### src/rtl/uart_cmd_ctrl.sv
// UART command controller: parses write/read/ping frames from the RX byte stream,
// drives register-file strobes and returns read data over the TX busy handshake.
module uart_cmd_ctrl #(
  parameter int DATA_WIDTH = 8,
  parameter int ADDR_WIDTH = 4,
  parameter int RD_TIMEOUT = 16
) (
  input  logic                  clk,
  input  logic                  rst,
  input  logic [DATA_WIDTH-1:0] rx_p_data,
  input  logic                  rx_d_valid,
  input  logic                  rx_err,
  input  logic                  tx_busy,
  output logic [DATA_WIDTH-1:0] tx_p_data,
  output logic                  tx_d_valid,
  output logic [ADDR_WIDTH-1:0] rf_addr,
  output logic                  rf_wr_en,
  output logic [DATA_WIDTH-1:0] rf_wr_data,
  output logic                  rf_rd_en,
  input  logic [DATA_WIDTH-1:0] rf_rd_data,
  input  logic                  rf_rd_valid,
  output logic                  cmd_err,
  output logic                  ctrl_busy
);
  localparam int CW = $clog2(RD_TIMEOUT) + 1;

  localparam logic [2:0] IDLE    = 3'd0;
  localparam logic [2:0] WR_ADDR = 3'd1;
  localparam logic [2:0] WR_DATA = 3'd2;
  localparam logic [2:0] RD_ADDR = 3'd3;
  localparam logic [2:0] RD_WAIT = 3'd4;
  localparam logic [2:0] TX_REQ  = 3'd5;
  localparam logic [2:0] TX_HOLD = 3'd6;

  localparam logic [DATA_WIDTH-1:0] OP_WR   = DATA_WIDTH'(8'hAA);
  localparam logic [DATA_WIDTH-1:0] OP_RD   = DATA_WIDTH'(8'hBB);
  localparam logic [DATA_WIDTH-1:0] OP_PING = DATA_WIDTH'(8'hCC);
  localparam logic [DATA_WIDTH-1:0] PONG    = DATA_WIDTH'(8'h5A);
  localparam logic [CW-1:0]         TO_LAST = CW'(RD_TIMEOUT - 1);

  logic [2:0]            state, state_n;
  logic [CW-1:0]         cnt, cnt_n;
  logic [ADDR_WIDTH-1:0] addr_n;
  logic [DATA_WIDTH-1:0] wdata_n, txd_n;
  logic                  txv_n, wr_n, rd_n, err_n, parsing;

  always_comb begin
    state_n = state;
    cnt_n   = cnt;
    addr_n  = rf_addr;
    wdata_n = rf_wr_data;
    txd_n   = tx_p_data;
    txv_n   = tx_d_valid;
    wr_n    = 1'b0;
    rd_n    = 1'b0;
    err_n   = 1'b0;
    parsing = (state == IDLE) || (state == WR_ADDR) || (state == WR_DATA) || (state == RD_ADDR);

    // Bytes while a response is outstanding are dropped but still flagged.
    if (rx_d_valid && !parsing) err_n = 1'b1;

    if (parsing && rx_d_valid && rx_err) begin
      err_n   = 1'b1;
      state_n = IDLE;
    end else if (parsing && rx_d_valid) begin
      case (state)
        IDLE: begin
          if (rx_p_data == OP_WR)        state_n = WR_ADDR;
          else if (rx_p_data == OP_RD)   state_n = RD_ADDR;
          else if (rx_p_data == OP_PING) begin
            txd_n   = PONG;
            state_n = TX_REQ;
          end else err_n = 1'b1;
        end
        WR_ADDR: begin
          addr_n  = rx_p_data[ADDR_WIDTH-1:0];
          state_n = WR_DATA;
        end
        WR_DATA: begin
          wdata_n = rx_p_data;
          wr_n    = 1'b1;
          state_n = IDLE;
        end
        default: begin
          addr_n  = rx_p_data[ADDR_WIDTH-1:0];
          rd_n    = 1'b1;
          cnt_n   = '0;
          state_n = RD_WAIT;
        end
      endcase
    end

    case (state)
      RD_WAIT: begin
        // Data beats a timeout landing on the same cycle.
        if (rf_rd_valid) begin
          txd_n   = rf_rd_data;
          state_n = TX_REQ;
        end else if (cnt == TO_LAST) begin
          err_n   = 1'b1;
          state_n = IDLE;
        end else if (cnt != {CW{1'b1}}) begin
          cnt_n = cnt + 1'b1;
        end
      end
      TX_REQ: if (!tx_busy) begin
        txv_n   = 1'b1;
        state_n = TX_HOLD;
      end
      TX_HOLD: if (tx_busy) begin
        txv_n   = 1'b0;
        state_n = IDLE;
      end
      default: ;
    endcase
  end

  always_ff @(posedge clk) begin
    if (rst) begin
      state      <= IDLE;
      cnt        <= '0;
      tx_p_data  <= '0;
      tx_d_valid <= 1'b0;
      rf_addr    <= '0;
      rf_wr_en   <= 1'b0;
      rf_wr_data <= '0;
      rf_rd_en   <= 1'b0;
      cmd_err    <= 1'b0;
      ctrl_busy  <= 1'b0;
    end else begin
      state      <= state_n;
      cnt        <= cnt_n;
      tx_p_data  <= txd_n;
      tx_d_valid <= txv_n;
      rf_addr    <= addr_n;
      rf_wr_en   <= wr_n;
      rf_wr_data <= wdata_n;
      rf_rd_en   <= rd_n;
      cmd_err    <= err_n;
      ctrl_busy  <= (state_n != IDLE);
    end
  end
endmodule

### config.mk
export PLATFORM = sky130hd
export DESIGN_NAME = uart_cmd_ctrl
export DESIGN_NICKNAME = d
export VERILOG_FILES = /design/src/rtl/uart_cmd_ctrl.sv
export SDC_FILE = /design/constraint.sdc
export NUM_CORES = 1
export LEC_CHECK = 0
export BUFFER_PORTS_ARGS = -buffer_cell sky130_fd_sc_hd__buf_2
export CORE_ASPECT_RATIO = 0.6
export CORE_UTILIZATION = 50
export DETAILED_ROUTE_END_ITERATION = 10
export GPL_TIMING_DRIVEN = 0
export MAX_ROUTING_LAYER = met4
export PLACE_DENSITY_LB_ADDON = 0.12
export SETUP_SLACK_MARGIN = 0.1
export SYNTH_ARGS = -nofsm -noshare
export SYNTH_HDL_FRONTEND = slang
export SYNTH_SLANG_ARGS = --single-unit
### constraint.sdc
create_clock -name clk -period 2 [get_ports clk]
set_input_delay 0 -clock clk [delete_from_list [all_inputs] [get_ports clk]]
set_output_delay 0 -clock clk [all_outputs]
set_load 0.1 [all_outputs]
Yosys cells after proc, flatten, opt, wreduce, memory -nomap -nowiden

Cells that the tools add are included.

Register bits after elaboration: 33
Output and inout bits: 25
Logic and storage cells: 84

Add/subtract/negate cells: 1
Eq/ne operators: 13
Mux-type cells: 41
Bitwise gates (word level): 3
Reduce and logical (&&, ||, !) cells: 16

Operator list:

| cell                | count |
|---|---|
| $mux 8              | 8 |
| $mux 5              | 7 |
| $mux 3              | 9 |
| $eq 8x8->1 const B  | 3 |
| $pmux 3 s3          | 2 |
| $mux 1              | 14 |
| $eq 3x3->1 const B  | 3 |
| $reduce_and 3->1    | 3 |
| $eq 3x2->1 const B  | 2 |
| $reduce_or 3->1     | 2 |
| $add 5x1->5 const B | 1 |
| $eq 5x4->1 const B  | 1 |
| $ne 5x5->1 const B  | 1 |
| $ne 2x2->1 const B  | 2 |
| $eq 3x1->1 const B  | 1 |
| $logic_and 1x1->1   | 3 |
| $logic_not 3->1     | 1 |
| $logic_or 1x1->1    | 3 |
| $not 1->1           | 3 |
| $reduce_bool 3->1   | 1 |
| $pmux 1 s2          | 1 |
| $reduce_bool 2->1   | 1 |
| $reduce_or 2->1     | 1 |
| $logic_not 1->1     | 1 |

Logic depth before layout (Yosys ltp)

Word-level depth: 16
Depth in mapped cells: 6
Depth with buffers taken out: 6

Worst setup path after synthesis

OpenSTA, ideal clock, no wires.

Path type: register -> register
Start point: register cnt[0]
End point: register ctrl_busy
Setup time: 120 ps
Arrival: 1,364 ps
Setup slack: 516 ps
Cell stages (with the launch flop): 7
Period minus slack after synthesis: 1,484 ps
Path through: dfxtp_1 ha_1 and4b_1 and3_1 o22ai_1 and3b_1 a211o_1

Word-level cells in the longest chain between the ends: 5

RTL lines:

| item                   | line | text |
|---|---|---|
| from (decl)            | 42   | `logic [CW-1:0] cnt, cnt_n;` |
| from (signal assigned) | 132  | `cnt <= cnt_n;` |
| $eq 5x4->1             | 99   | `end else if (cnt == TO_LAST) begin` |
| $mux 3                 | 99   |  |
| $mux 3                 | 96   | `if (rf_rd_valid) begin` |
| $pmux 3 s3             | 93   | `case (state)` |
| $reduce_bool 3->1      | 140  | `ctrl_busy <= (state_n != IDLE);` |
| to (signal assigned)   | 140  |  |
| to (decl)              | 23   | `output logic ctrl_busy` |

Every way passes these cells.
A chain may end at the register's enable or synchronous reset.

Worst setup path after layout

Start point: register state[0]
End point: register tx_p_data[2]

Word-level cells in the longest chain between the ends: 9
Elaborated cells on any way between the ends: 15
Those cells by class: eq/ne (4); mux (5); reduce/logical (6)

RTL lines:

| item                                          | line   | text |
|---|---|---|
| from (decl)                                   | 41     | `logic [2:0] state, state_n;` |
| from (signal assigned)                        | 131    | `state <= state_n;` |
| $eq 3x1->1 or $logic_not 3->1 (tied branches) | 57, 66 |  |
| $logic_or 1x1->1 (3 in a row)                 | 57     | `parsing = (state == IDLE) \|\| (state == WR_ADDR) \|\| (state == WR_DATA) \|\| (state == RD_ADDR);` |
| $logic_and 1x1->1                             | 62, 65 |  |
| $mux 8 or $logic_and 1x1->1 (tied branches)   | 65, 62 |  |
| $mux 8                                        | 62     | `if (parsing && rx_d_valid && rx_err) begin` |
| $mux 8                                        | 96     |  |
| $mux 8 (*)                                    | 93     |  |
| to (signal assigned)                          | 133    | `tx_p_data <= txd_n;` |
| to (decl)                                     | 14     | `output logic [DATA_WIDTH-1:0] tx_p_data,` |

Every way passes the cells marked *; elsewhere a longest branch is shown, timed or not.

==> results.tsv <==
stage	metric	value	unit
grt	largest net degree at the start of global routing	11	
sta	TNS Setup	0	ns
finish	Antenna Cells	0	
cts	post_cts resized	0	
routing	Pre-antenna DRT Iters	5	
floorplanning	Die Ht	44.5	um
hold_path	worst hold endpoint	tx_p_data[1]	
cts	Num CTS Buffers	5	
routing	Routed wire per std cell	14.8	um
sta	max_slew headroom	65.9	%
worst_setup_path	Arr. time, crit path	1.92	ns
worst_setup_path	critical path endpoint category	flop	
sta	Finish-stage setup viols	0	
synthesis	register bit total from synthesis	33	
floorplanning	IO Count	47	
hold_path	hold path depth	3	
power_and_ir_drop	worst-case vdd ir drop	0.000617	V
sta	min Tclk post-route	1.76	ns
worst_setup_path	Required @ worst endpoint	2.16	ns
grt	initial antenna violation count	0	
cts	number of clock sinks	33	
floorplanning	Rows	14	
floorplanning	Die Width	72.9	um
finish	post-route cell area	2010	um2
sta	FMAX	0.568	GHz
routing	vias	1558	
routing	drt drc	0	
synthesis	Post-synth EDFFs	0	
routing	initial DRC count	142	
cts	htree depth	2	
cts	clock latency at the later pin of the worst-skew pair	0.29	ns
synthesis	Seq/Total Area, Yosys	43.9	%
worst_setup_path	cell mode on critical path	nor2_1	
sta	count of final hold-check violations	1	
routing	Post-DRT Antenna Nets	0	
worst_setup_path	Worst Path Buf+Inv	1	
synthesis	Synth cell types	44	
worst_setup_path	CP Cell Sequence	buf_6 > nor2_1 > nand4_1 > o31a_1 > a22oi_1 > nor2_1	
placed_design	Area after DPL	1790	um2
grt	GR Util All Layers	28.0	%
power_and_ir_drop	static leakage	0.880	nW
synthesis	Synth Area per Inst	8.66	um2
routing	total wire length	4120	um
cts	CTS tree	done	
placed_design	PortBufs	46	
floorplanning	die area	3240	um2
hold_path	Worst Hold Class	in2reg	
routing	Via density	5.58	
hold_path	Hold Crit Start	rf_rd_data[1]	
synthesis	Yosys warning count	0	
worst_setup_path	Reg2Reg Depth	6	
finish	commonest non-fill, non-tap cell in the layout	buf_2	
sta	worst slew pin tran	0.512	ns
grt	first-pass GRT wire length	6350	um
worst_setup_path	critical path startpoint category	flop	
sta	Slew Limit Fails	0	
worst_setup_path	Max stage delay on crit path	0.37	ns
synthesis	top_reg_cell synth	dfxtp_1	
placed_design	routability cong.	0.857	
worst_setup_path	worst-path maximum fanout	9	
cts	CTS clock-pin slew for the worst setup and hold paths	0.07	ns
sta	setup repair after global routing missed its margin	false	
cts	clk buf depth	2	
worst_setup_path	Worst path top cell family by delay	compound AO/OA/AOI/OAI gates	
finish	nets@finish	261	
power_and_ir_drop	Power Dens Cells	703	nW/um2
sta	setup skew after layout	0.00504	ns
grt	vias in the first global route	1361	
run_status	failing checks	negative hold slack	
floorplanning	initial core utilization	56.2	%
grt	gr ovfl total	0	
synthesis	Syn Inst Count	174	
sta	Hold WS	-0.00484	ns
worst_setup_path	FF-to-FF setup slack	0.24	ns
worst_setup_path	CP max stage cell	o31a_1	
finish	most frequent cells in the layout	buf_2, dfxtp_1, nor2_1	
synthesis	Syn Nets	197	
worst_setup_path	launch point of the worst path	state[0]	
placed_design	Detail Placement HPWL	2830	um
synthesis	FFs w/ async S/R, synth	0	%
sta	Final Cycle Share	88.0	%
worst_setup_path	crit path kind	reg2reg	
cts	Clock Tree Root	clkbuf_8	
run_status	status	complete, but fails checks	
worst_setup_path	reg2reg end	tx_p_data[2]	
finish	Area Overhead vs Synth	33.6	%
run	# Max-Cap Violations	0	
worst_setup_path	reg-to-reg critical path startpoint	state[0]	
floorplanning	Core Area	2680	um2
synthesis	Cell Area, Synth	1510	um2
finish	share of post-route cells with drive strength above 1	28.9	%
-- metrics by stage --
stage | util [%] | hold slack [ns] | power, mW | setup slack (ns) | std cells
detailed placement | 66.7 | 0.263 | 0.758 | 0.369 | 260
floorplan | - | 0.148 | 0.717 | 0.516 | 174
CTS | 75.1 | 0.00153 | 1.42 | 0.343 | 279
finish | 75.1 | -0.00484 | 1.41 | 0.240 | 279
global placement | 66.7 | 0.246 | 0.755 | 0.394 | 260
global route | 75.1 | 0.00748 | 1.45 | 0.165 | 279
-- sequential cells by signal (all words and copies together) (netlist names), named ones only --
register    flops
rf_wr_en        1
rf_addr         4
rf_rd_en        1
ctrl_busy       1
tx_d_valid      1
state           3
cmd_err         1
rf_wr_data      8
cnt             4
tx_p_data       8
-- what timing repair did --
action | in CTS | in global routing
buffers inserted | 0 | 0
hold buffers | 11 | 0
endpoints found under the hold margin | 12 | 0
-- cell families after synthesis --
group | share of synthesized area [%]
buffers and inverters | 3.65
adders and majority gates | 0.830
muxes | 0.664
and+or+nand+nor | 32.1
AOI/OAI and AO/OA | 18.3
xor gates and xnor gates | 0.582
DFF | 43.9
-- layout make-up --
| type | instances | area (um2) |
|---|---|---|
| Sequential cell | 33 | 661 |
| Multi-Input combinational cell | 130 | 791 |
| Timing Repair Buffer | 57 | 340 |
| Inverter | 2 | 7.51 |
| Buffer | 9 | 47.5 |
| Clock buffer | 7 | 86.3 |
| Fill cell | 211 | 667 |
| Tap cell | 40 | 50.0 |
| Clock inverter | 1 | 30.0 |
-- worst max-delay path by stage --
stage          cells past startpoint      endpoint  slack, ns
6_report                           6  tx_p_data[2]       0.24
5_1_grt                            6  tx_p_data[3]       0.17
4_1_cts                            6  tx_p_data[1]       0.34
3_5_place_dp                       6  tx_p_data[1]       0.37
3_3_place_gp                       6     ctrl_busy       0.39
2_1_floorplan                      6     ctrl_busy       0.52
-- power by group --
part / leakage (nW) / total, mW / switching [mW] / internal, mW
logic: 0.555 / 0.104 / 0.0602 / 0.0441
registers: 0.266 / 0.659 / 0.000440 / 0.658
clock network: 0.0585 / 0.652 / 0.246 / 0.406
total: 0.880 / 1.41 / 0.306 / 1.11
-- per-layer routing --
layer	wire length [um]	track usage, %	share of wire [%]
met1	1870	35.9	45
met4	63	10.6	1.5
met5	0	-	0
met3	345	6.15	8.4
met2	1850	43.7	45
-- cell usage after synthesis (all sizes together), types with 3 or more instances --
library cell | instances | area (um2)
nor2 | 22 | 82.6
a31oi | 3 | 18.8
nand3 | 17 | 85.1
o21ai | 4 | 20.0
nand2 | 16 | 60.1
nand2b | 4 | 25.0
and2 | 3 | 21.3
and3 | 3 | 18.8
a21oi | 17 | 88.8
clkbuf | 3 | 11.3
nor2b | 3 | 18.8
a22oi | 5 | 37.5
buf | 6 | 36.3
nor3 | 5 | 36.3
dfxtp | 33 | 661
-- worst register-to-register path: cells and delay by family (launching register included) --
family,cells,cell delay [ns]
buffers and inverters,1,0.13
DFF,1,0.31
and+or+nand+nor,3,0.57
AOI/OAI and AO/OA,2,0.61
(Power assumes the default switching activity.)
